===== src/rtl/pipelined_shift_unit_pkg.sv =====
// ----------------------------------------------------------------------------
// shift_pkg
//   Definitions shared by the pipelined shift unit, its interface and its
//   stages: the 2-bit shift mode encoding and the clog2 helper that derives
//   the shift-amount width (which is also the pipeline depth).
// ----------------------------------------------------------------------------
package shift_pkg;

    typedef enum logic [1:0] {
        SHIFT_SLL  = 2'b00,
        SHIFT_SRL  = 2'b01,
        SHIFT_SRA  = 2'b10,
        SHIFT_ROTL = 2'b11
    } shift_mode_e;

    function automatic int unsigned clog2(input int unsigned value);
        int unsigned result;
        int unsigned v;
        result = 0;
        v      = value - 1;
        while (v != 0) begin
            result++;
            v = v >> 1;
        end
        return result;
    endfunction

endpackage


===== src/rtl/pipelined_shift_unit_if.sv =====
// ----------------------------------------------------------------------------
// pipelined_shift_unit_if
//   Operation/result handshake bundle of the pipelined shift unit.
//   master : producer of ops / consumer of results (drives In*, OutReady)
//   slave  : the shift unit (drives InReady, OutValid, OutData, OutTag, OutZero)
//   In*    : InValid/InReady handshake, InData operand, InShamt amount,
//            InMode (SLL/SRL/SRA/ROTL), InTag sideband
//   Out*   : OutValid/OutReady handshake, OutData result, OutTag, OutZero
// ----------------------------------------------------------------------------
interface pipelined_shift_unit_if
    import shift_pkg::*;
#(
    parameter int unsigned WIDTH = 32,
    parameter int unsigned TAG_W = 4
);
    localparam int unsigned SHAMT_W = clog2(WIDTH);

    logic               InValid;
    logic               InReady;
    logic [WIDTH-1:0]   InData;
    logic [SHAMT_W-1:0] InShamt;
    logic [1:0]         InMode;
    logic [TAG_W-1:0]   InTag;
    logic               OutValid;
    logic               OutReady;
    logic [WIDTH-1:0]   OutData;
    logic [TAG_W-1:0]   OutTag;
    logic               OutZero;

    modport master (
        output InValid, InData, InShamt, InMode, InTag, OutReady,
        input  InReady, OutValid, OutData, OutTag, OutZero
    );

    modport slave (
        input  InValid, InData, InShamt, InMode, InTag, OutReady,
        output InReady, OutValid, OutData, OutTag, OutZero
    );

endinterface


===== src/rtl/pipelined_shift_unit_stage.sv =====
// ----------------------------------------------------------------------------
// shift_stage
//   One registered pipeline stage: shifts by 2^STAGE when bit STAGE of the
//   carried shift amount is set, otherwise passes data through. Carries valid,
//   shift amount, mode, captured sign and tag alongside the data.
//   clk/rst_n : clock, async active-low reset
//   advance   : load from the previous stage (else hold)
//   flush     : clear valid
//   in_*      : previous stage outputs;  out_* : this stage's registers
// ----------------------------------------------------------------------------
module shift_stage
    import shift_pkg::*;
#(
    parameter int unsigned WIDTH   = 32,
    parameter int unsigned SHAMT_W = 5,
    parameter int unsigned TAG_W   = 4,
    parameter int unsigned STAGE   = 0
) (
    input  logic               clk,
    input  logic               rst_n,
    input  logic               advance,
    input  logic               flush,
    input  logic               in_valid,
    input  logic [WIDTH-1:0]   in_data,
    input  logic [SHAMT_W-1:0] in_shamt,
    input  shift_mode_e        in_mode,
    input  logic               in_sign,
    input  logic [TAG_W-1:0]   in_tag,
    output logic               out_valid,
    output logic [WIDTH-1:0]   out_data,
    output logic [SHAMT_W-1:0] out_shamt,
    output shift_mode_e        out_mode,
    output logic               out_sign,
    output logic [TAG_W-1:0]   out_tag
);
    localparam int unsigned DIST = 1 << STAGE;

    logic [WIDTH-1:0]   shifted;
    logic               valid_d, valid_q;
    logic [WIDTH-1:0]   data_d,  data_q;
    logic [SHAMT_W-1:0] shamt_d, shamt_q;
    shift_mode_e        mode_d,  mode_q;
    logic               sign_d,  sign_q;
    logic [TAG_W-1:0]   tag_d,   tag_q;

    // SRA fills from the sign captured at accept, not from the current MSB,
    // so the fill stays correct once earlier stages have already shifted.
    always_comb begin
        shifted = in_data;
        if (in_shamt[STAGE]) begin
            case (in_mode)
                SHIFT_SLL:  shifted = in_data << DIST;
                SHIFT_SRL:  shifted = in_data >> DIST;
                SHIFT_SRA:  shifted = {{DIST{in_sign}}, in_data[WIDTH-1:DIST]};
                SHIFT_ROTL: shifted = {in_data[WIDTH-1-DIST:0], in_data[WIDTH-1:WIDTH-DIST]};
                default:    shifted = in_data;
            endcase
        end
    end

    always_comb begin
        valid_d = valid_q;
        data_d  = data_q;
        shamt_d = shamt_q;
        mode_d  = mode_q;
        sign_d  = sign_q;
        tag_d   = tag_q;
        if (advance) begin
            valid_d = in_valid;
            data_d  = shifted;
            shamt_d = in_shamt;
            mode_d  = in_mode;
            sign_d  = in_sign;
            tag_d   = in_tag;
        end
        if (flush) begin
            valid_d = 1'b0;
        end
    end

    always_ff @(posedge clk or negedge rst_n) begin
        if (!rst_n) begin
            valid_q <= 1'b0;
            data_q  <= '0;
            shamt_q <= '0;
            mode_q  <= SHIFT_SLL;
            sign_q  <= 1'b0;
            tag_q   <= '0;
        end else begin
            valid_q <= valid_d;
            data_q  <= data_d;
            shamt_q <= shamt_d;
            mode_q  <= mode_d;
            sign_q  <= sign_d;
            tag_q   <= tag_d;
        end
    end

    assign out_valid = valid_q;
    assign out_data  = data_q;
    assign out_shamt = shamt_q;
    assign out_mode  = mode_q;
    assign out_sign  = sign_q;
    assign out_tag   = tag_q;

endmodule


===== src/rtl/pipelined_shift_unit.sv =====
// ----------------------------------------------------------------------------
// pipelined_shift_unit
//   WIDTH-bit barrel shifter (SLL/SRL/SRA/ROTL) built as a clog2(WIDTH)-deep
//   registered pipeline with valid/ready handshake, one op per cycle.
//   Clk     : clock, rising edge
//   Reset_n : asynchronous active-low reset
//   Flush   : synchronous discard of all in-flight ops
//   io      : op/result handshake bundle (slave side)
// ----------------------------------------------------------------------------
module pipelined_shift_unit
    import shift_pkg::*;
#(
    parameter int unsigned WIDTH = 32,
    parameter int unsigned TAG_W = 4
) (
    input logic                    Clk,
    input logic                    Reset_n,
    input logic                    Flush,
    pipelined_shift_unit_if.slave  io
);
    localparam int unsigned SHAMT_W = clog2(WIDTH);

    logic               advance;
    logic               accept;
    logic [SHAMT_W:0]   vld;
    logic [WIDTH-1:0]   dat [SHAMT_W+1];
    logic [SHAMT_W-1:0] sht [SHAMT_W+1];
    shift_mode_e        mde [SHAMT_W+1];
    logic [SHAMT_W:0]   sgn;
    logic [TAG_W-1:0]   tg  [SHAMT_W+1];
    logic               unused_tail;

    // Global stall: the whole pipeline holds whenever the result is blocked.
    assign advance    = !vld[SHAMT_W] || io.OutReady;
    assign io.InReady = advance && !Flush;
    assign accept     = io.InValid && io.InReady;

    assign vld[0] = accept;
    assign dat[0] = io.InData;
    assign sht[0] = io.InShamt;
    assign mde[0] = shift_mode_e'(io.InMode);
    assign sgn[0] = io.InData[WIDTH-1];
    assign tg[0]  = io.InTag;

    for (genvar i = 0; i < SHAMT_W; i++) begin : g_stage
        shift_stage #(
            .WIDTH   (WIDTH),
            .SHAMT_W (SHAMT_W),
            .TAG_W   (TAG_W),
            .STAGE   (i)
        ) u_stage (
            .clk       (Clk),
            .rst_n     (Reset_n),
            .advance   (advance),
            .flush     (Flush),
            .in_valid  (vld[i]),
            .in_data   (dat[i]),
            .in_shamt  (sht[i]),
            .in_mode   (mde[i]),
            .in_sign   (sgn[i]),
            .in_tag    (tg[i]),
            .out_valid (vld[i+1]),
            .out_data  (dat[i+1]),
            .out_shamt (sht[i+1]),
            .out_mode  (mde[i+1]),
            .out_sign  (sgn[i+1]),
            .out_tag   (tg[i+1])
        );
    end

    assign io.OutValid = vld[SHAMT_W];
    assign io.OutData  = dat[SHAMT_W];
    assign io.OutTag   = tg[SHAMT_W];
    // Decoded from the final data register so it is stable with OutData.
    assign io.OutZero  = (dat[SHAMT_W] == '0);

    // Shift amount, mode and sign are dead after the last stage.
    assign unused_tail = ^{sht[SHAMT_W], mde[SHAMT_W], sgn[SHAMT_W]};

endmodule


===== src/flat_wrapper.sv =====
// flat-port wrapper written by rule: the top's interface ports become plain ports
module pipelined_shift_unit_flat import shift_pkg::*;
#(
    parameter int unsigned WIDTH = 32,
    parameter int unsigned TAG_W = 4
)
  (Clk, Reset_n, Flush, io_InValid, io_InData, io_InShamt, io_InMode, io_InTag, io_OutReady, io_InReady, io_OutValid, io_OutData, io_OutTag, io_OutZero);
  pipelined_shift_unit_if #(.WIDTH(WIDTH), .TAG_W(TAG_W)) io_i ();
  input logic Clk;
  input logic Reset_n;
  input logic Flush;
  input wire logic [$bits(io_i.InValid)-1:0] io_InValid;
  input wire logic [$bits(io_i.InData)-1:0] io_InData;
  input wire logic [$bits(io_i.InShamt)-1:0] io_InShamt;
  input wire logic [$bits(io_i.InMode)-1:0] io_InMode;
  input wire logic [$bits(io_i.InTag)-1:0] io_InTag;
  input wire logic [$bits(io_i.OutReady)-1:0] io_OutReady;
  output wire logic [$bits(io_i.InReady)-1:0] io_InReady;
  output wire logic [$bits(io_i.OutValid)-1:0] io_OutValid;
  output wire logic [$bits(io_i.OutData)-1:0] io_OutData;
  output wire logic [$bits(io_i.OutTag)-1:0] io_OutTag;
  output wire logic [$bits(io_i.OutZero)-1:0] io_OutZero;
  assign io_i.InValid = io_InValid;
  assign io_i.InData = io_InData;
  assign io_i.InShamt = io_InShamt;
  assign io_i.InMode = io_InMode;
  assign io_i.InTag = io_InTag;
  assign io_i.OutReady = io_OutReady;
  assign io_InReady = io_i.InReady;
  assign io_OutValid = io_i.OutValid;
  assign io_OutData = io_i.OutData;
  assign io_OutTag = io_i.OutTag;
  assign io_OutZero = io_i.OutZero;
  pipelined_shift_unit #(.WIDTH(WIDTH), .TAG_W(TAG_W)) u_core (.Clk(Clk), .Reset_n(Reset_n), .Flush(Flush), .io(io_i));
endmodule

===== config.mk =====
export PLATFORM = sky130hd
export DESIGN_NAME = pipelined_shift_unit_flat
export DESIGN_NICKNAME = d
export VERILOG_FILES = /design/src/rtl/pipelined_shift_unit_pkg.sv /design/src/rtl/pipelined_shift_unit_if.sv /design/src/rtl/pipelined_shift_unit_stage.sv /design/src/rtl/pipelined_shift_unit.sv /design/src/flat_wrapper.sv
export SDC_FILE = /design/constraint.sdc
export NUM_CORES = 1
export LEC_CHECK = 0
export CORE_MARGIN = 1
export CORE_UTILIZATION = 30
export CTS_CLUSTER_SIZE = 10
export DETAILED_ROUTE_END_ITERATION = 8
export PLACE_DENSITY = 0.45
export RECOVER_POWER = 25
export SLEW_MARGIN = 20
export SYNTH_ARGS = -nofsm -noshare
export SYNTH_HDL_FRONTEND = slang
export SYNTH_SLANG_ARGS = --single-unit

===== constraint.sdc =====
create_clock -name Clk -period 1.55 [get_ports Clk]
set_clock_uncertainty 0.15 [all_clocks]
set_input_delay 0.2325 -clock Clk [delete_from_list [all_inputs] [get_ports Clk]]
set_output_delay 0.2325 -clock Clk [all_outputs]
set_load 0.01 [all_outputs]

==> results of run 1 <==
-- how the worst max path moves through the flow --
stage                                                  to  slack (ps)  cells after the start
floorplan           u_core.g_stage[1].u_stage.out_data[9]         -90                      5
global placement                               io_OutZero        -440                      4
detailed placement                             io_OutZero        -430                      4
CTS                                            io_OutZero        -560                      5
global route                                   io_OutZero        -670                      5
finish                                         io_OutZero        -530                      5
-- power by group --
part / leakage, nW / switching, W / internal (W)
registers: 2.50 / 0.000786 / 0.00614
clock network: 0.421 / 0.00234 / 0.00376
logic: 3.87 / 0.00193 / 0.00245
-- logic make-up after synthesis --
group / synth area share, %
flip-flops: 47.2
multiplexers: 11.1
AO/OA/AOI/OAI: 18.3
AND/OR/NAND/NOR: 15.5
XOR/XNOR: 0.958
buffers and inverters: 6.98
-- metal layers --
layer | global-route usage, % | share of wire [%]
met1 | 23.7 | 46
met2 | 29.5 | 48
met3 | 2.04 | 3.0
met4 | 6.99 | 3.6
met5 | 0 | 0
-- synth_stat cells (7+ instances only) --
cell type / number / area (sq um)
nand3_1: 99 / 495
o211a_1: 24 / 240
o21ai_1: 32 / 160
clkbuf_1: 62 / 233
buf_4: 40 / 300
nor2_1: 7 / 26.3
o22ai_1: 8 / 50.1
inv_1: 29 / 109
nand2_1: 281 / 1050
a221oi_1: 20 / 175
nor4_1: 8 / 50.1
o211ai_2: 21 / 263
a2bb2oi_1: 16 / 140
o21ai_0: 71 / 355
buf_1: 7 / 26.3
o211ai_1: 77 / 578
mux2i_1: 98 / 981
mux2_2: 8 / 90.1
mux2_1: 13 / 146
buf_2: 15 / 75.1
dfrtp_1: 207 / 5180
-- worst min-delay path: cells and delay by family --
| kind | cells | cell delay (ps) |
|---|---|---|
| buffers and inverters | 1 | 400 |
| and+or+nand+nor | 2 | 100 |
-- flip-flops by register name (all words and copies together), names as in the netlist --
name,cells
u_core.g_stage.u_stage.out_valid,5
u_core.g_stage.u_stage.out_tag,20
u_core.g_stage.u_stage.out_sign,4
u_core.g_stage.u_stage.out_data,160
u_core.g_stage.u_stage.out_mode,8
u_core.g_stage.u_stage.out_shamt,10
-- area by class of cell --
class                   instances  area, sq um
clock buffers                  42          782
clock inverters                 5         78.8
repair buffers                269         2980
fillers                      3530        20400
multi-input cells             807         5600
inverters                      29          116
well taps                     461          577
flip-flops and latches        207         5190
-- stage by stage --
stage	hold slack [ps]	worst slack, ps	instance area (sq um)	std cells
2_1_floorplan	-213	-86.6	11000	1169
3_3_place_gp	16.1	-444	13200	1735
3_5_place_dp	19.4	-426	13200	1735
4_1_cts	23.4	-564	14900	1809
5_1_grt	78.2	-667	15300	1820
6_report	88.1	-527	15300	1820
-- repair_timing --
action,in CTS,in global routing
buffers inserted,24,15
hold buffers,1,0
endpoints found under the setup margin,142,164
pin swaps,38,34
hold endpoints to repair,207,0
gates resized for setup,287,80
cloned,4,5
==> metrics, run 1 <==
DRT antenna net count=0; Max Cap Viol=0; Vias/cell=5.02; WL/cell=18.6 um; row cnt=69; Setup Crit Path Kind=reg -> out; Synth cell types=36; Final Util=42.9%; flop-to-flop setup slack=-170 ps; total power=0.0174 W; commonest non-fill, non-tap cell in the layout=nand2_1; status=finished with violations; clk slew on worst S/H paths=50 ps; DIE AREA=37300 sq um; Crit path required time=1170 ps; Core ar.=35700 sq um; Seq/Total Area, Yosys=47.2%; die height=193 um; CP Launch Type=flop; Max Slew Vio Count=0; gr ovfl total=0; Critical Path Max Stage Delay=390 ps; critical path endpoint category=primary output; ys async rst share=100%; crit path cell chain=nor4_2, buf_4, nand4_1, nor2_1, buf_2; Peak Freq=481 MHz; #FFs+latches synth=207; Avg Cell Area, Syn=9.39 sq um; RSZ-0062 raised after global routing=true; I/O Buffers=86; failing checks=design-rule violations, negative setup slack; setup tns final=-2290 ps; critical-path maximum fanout=2; Num CTS Buffers=27; root buf cell=clkbuf_16; R2R depth=6; worst slew pin tran=884 ps; Antenna diodes=0; vias in the first global route=9429; initial antenna violation count=0; final net count=1389; CTS tree=done; first-pass GRT wire length=53700 um; min-delay src=io_InTag[0]; boundary pin count=87; Num Clock Sinks=207; share of cells above drive strength 1=28.0%; total leakage power=6.79 nW; Arr. time, crit path=1690 ps; CTS H-tree depth=1; Mapped Area=11000 sq um; Total Routed Length=33900 um; peak supply drop=978 uV; final-report hold violation count=0; Final period util=134%; Area Overhead vs Synth=39.6%; CP top delay family=simple AND/OR/NAND/NOR gates; Slowest-stage cell, CP=dfrtp_1; First-pass DRT Iterations=9; die width=193 um; gate count after technology mapping=1169; worst r2r src=u_core.g_stage[2].u_stage.out_mode[0]; Hold Crit Depth=3; via count=9134; Post-Syn Nets=1217; Critical Path Source=u_core.g_stage[4].u_stage.out_data[21]; Ys Warns=0; EDFF count, synth=0; Total Routing Usage GR=17.8%; largest net degree at the start of global routing=77; clock latency on the worst-skew pair=530 ps; ys flop type=dfrtp_1; DRC=3; global placement routability congestion=0.806; CP bufs+invs=2; Max-Slew Margin vs Limit=41.1%; DP HPWL=23200 um; number of DRC violations after detailed-routing iteration 0=461; clock buffer depth=3; most frequent cells in the layout=nand2_1, dfrtp_1, nand3_1, buf_4, buf_6; Hold Path End=u_core.g_stage[0].u_stage.out_tag[0]; setup violators final=55; reg2reg end=u_core.g_stage[3].u_stage.out_data[2]; worst hold path class=in -> reg; Tmin final=2080 ps; Initial Utilization=30.7%; Power Density=1140 nW/um^2; final worst slack=-527 ps
Note: power is estimated with default switching activity, not from simulation.
==> inputs of run 2 (changes only) <==
CTS_BUF_LIST = sky130_fd_sc_hd__clkbuf_16   (was default)
DONT_BUFFER_PORTS = 1   (was default)
PLACE_DENSITY = 0.42   (was 0.45)
==> run 2 against run 1 <==
Net effect: the flow finishes with violations (design-rule violations, negative hold slack, negative setup slack); sequential power about the same; cell count shrank 3.7%; worst setup slack improved by 60 ps; largest cell class unchanged; wire length increased by 3.1%; sequential share of layout area rose by 1.7 points.
==> metrics, run 2 (synthesis results as in run 1) <==
status=finished with violations; failing checks=design-rule violations, negative hold slack, negative setup slack; WL/cell=20.0 um; boundary pin count=87; Total Routing Usage GR=18.1%; Core ar.=35700 sq um; Final period util=130%; critical path endpoint category=primary output; Initial Utilization=30.7%; via count=8924; CP Launch Type=flop; final instance area=14600 sq um; gr ovfl total=0; DP HPWL=22700 um; Setup Crit Path Kind=reg -> out; final net count=1321; hold-fix buffers at CTS=46; Antenna diodes=0; Total Routed Length=35000 um; most frequent cells in the layout=nand2_1, dfrtp_1, nand3_1, buf_4, o211ai_1; I/O Buffers=0; critical-path maximum fanout=2; worst slew pin tran=447 ps; Max Slew Vio Count=0; largest net degree at the start of global routing=208; vias in the first global route=9184; DRC=6; share of cells above drive strength 1=23.2%; Power Density=1100 nW/um^2; CTS H-tree depth=1; final-report hold violation count=207; initial antenna violation count=0; worst hold path class=in -> async; final worst slack=-467 ps; setup violators final=52; commonest non-fill, non-tap cell in the layout=nand2_1; CTS tree=done; Max Cap Viol=0; Tmin final=2020 ps; final hold slack=-758 ps; R2R depth=6; die height=193 um; RSZ-0062 raised after global routing=true; peak supply drop=851 uV; clock buffer depth=3; Max-Slew Margin vs Limit=70.2%; Vias/cell=5.09; Arr. time, crit path=1630 ps; clock latency on the worst-skew pair=560 ps; First-pass DRT Iterations=8; total leakage power=6.46 nW; Crit path required time=1170 ps; global placement routability congestion=0.817; root buf cell=clkbuf_16; Area Overhead vs Synth=32.9%; max reg flops=160; Num Clock Sinks=207; Num CTS Buffers=27; first-pass GRT wire length=54300 um; die width=193 um; Peak Freq=496 MHz; DIE AREA=37300 sq um; number of DRC violations after detailed-routing iteration 0=503; clk slew on worst S/H paths=60 ps; placed cell area=12200 sq um; Final Util=40.8%; row cnt=69; DRT antenna net count=0
[run 2: cell type report]
type	instances	area (sq um)
fillers	3607	21200
multi-input cells	807	5520
flip-flops and latches	207	5190
repair buffers	201	2420
clock buffers	27	676
well taps	461	577
inverters	29	113
clock inverters	20	88.8
[run 2: repair_timing]
| action | CTS | global route |
|---|---|---|
| pin swaps | 29 | 68 |
| gates resized for setup | 63 | 79 |
| hold endpoints to repair | 262 | 207 |
| gates cloned | 5 | 13 |
| buffers inserted | 18 | 8 |
| endpoints found under the setup margin | 95 | 150 |
[run 2: worst paths after layout]
path / from / slack, ps / to
max in group asynchronous: Reset_n / 1590 / u_core.g_stage[2].u_stage.out_mode[1]
max reg2reg: u_core.g_stage[1].u_stage.out_mode[0] / -170 / u_core.g_stage[2].u_stage.out_data[16]
min: Reset_n / -760 / u_core.g_stage[2].u_stage.out_data[20]
min reg2reg: u_core.g_stage[2].u_stage.out_tag[0] / 310 / u_core.g_stage[2].u_stage.out_tag[0]
max: u_core.g_stage[4].u_stage.out_data[10] / -470 / io_OutZero
min in group Clk: io_InMode[0] / 20 / u_core.g_stage[0].u_stage.out_data[31]
[run 2: power breakdown]
part	total, W	switching [W]	internal [W]
Sequential	0.00694	0.000800	0.00614
Combinational	0.00354	0.00165	0.00189
Clock	0.00553	0.00241	0.00312
Total	0.0160	0.00486	0.0111
[run 2: metrics by stage]
step | hold slack [ps] | setup WS [ps] | power, W | TNS [ps] | cells
3_3_place_gp | -196 | -176 | 0.00980 | -6190 | 1621
5_1_grt | -773 | -602 | 0.0168 | -10090 | 1752
4_1_cts | -783 | -522 | 0.0159 | -3780 | 1736
6_report | -758 | -467 | 0.0160 | -5050 | 1752
2_1_floorplan | -213 | -86.6 | 0.00873 | -2050 | 1169
3_5_place_dp | -197 | -230 | 0.00984 | -8480 | 1621
[run 2: critical path: stages (launching register included)]
cell	delay, ps
dfrtp_1	380
nor4_2	280
buf_4	160
nand4_1	100
nor2_2	180
[run 2: layer usage]
layer  up-vias  GRT usage, %  routed length (um)
met5         -             0                   0
met4         0          5.45                1100
met3        58          2.96                1230
met2       171          30.1               16900
met1      4348          24.1               15800
li1       4347             -                   -
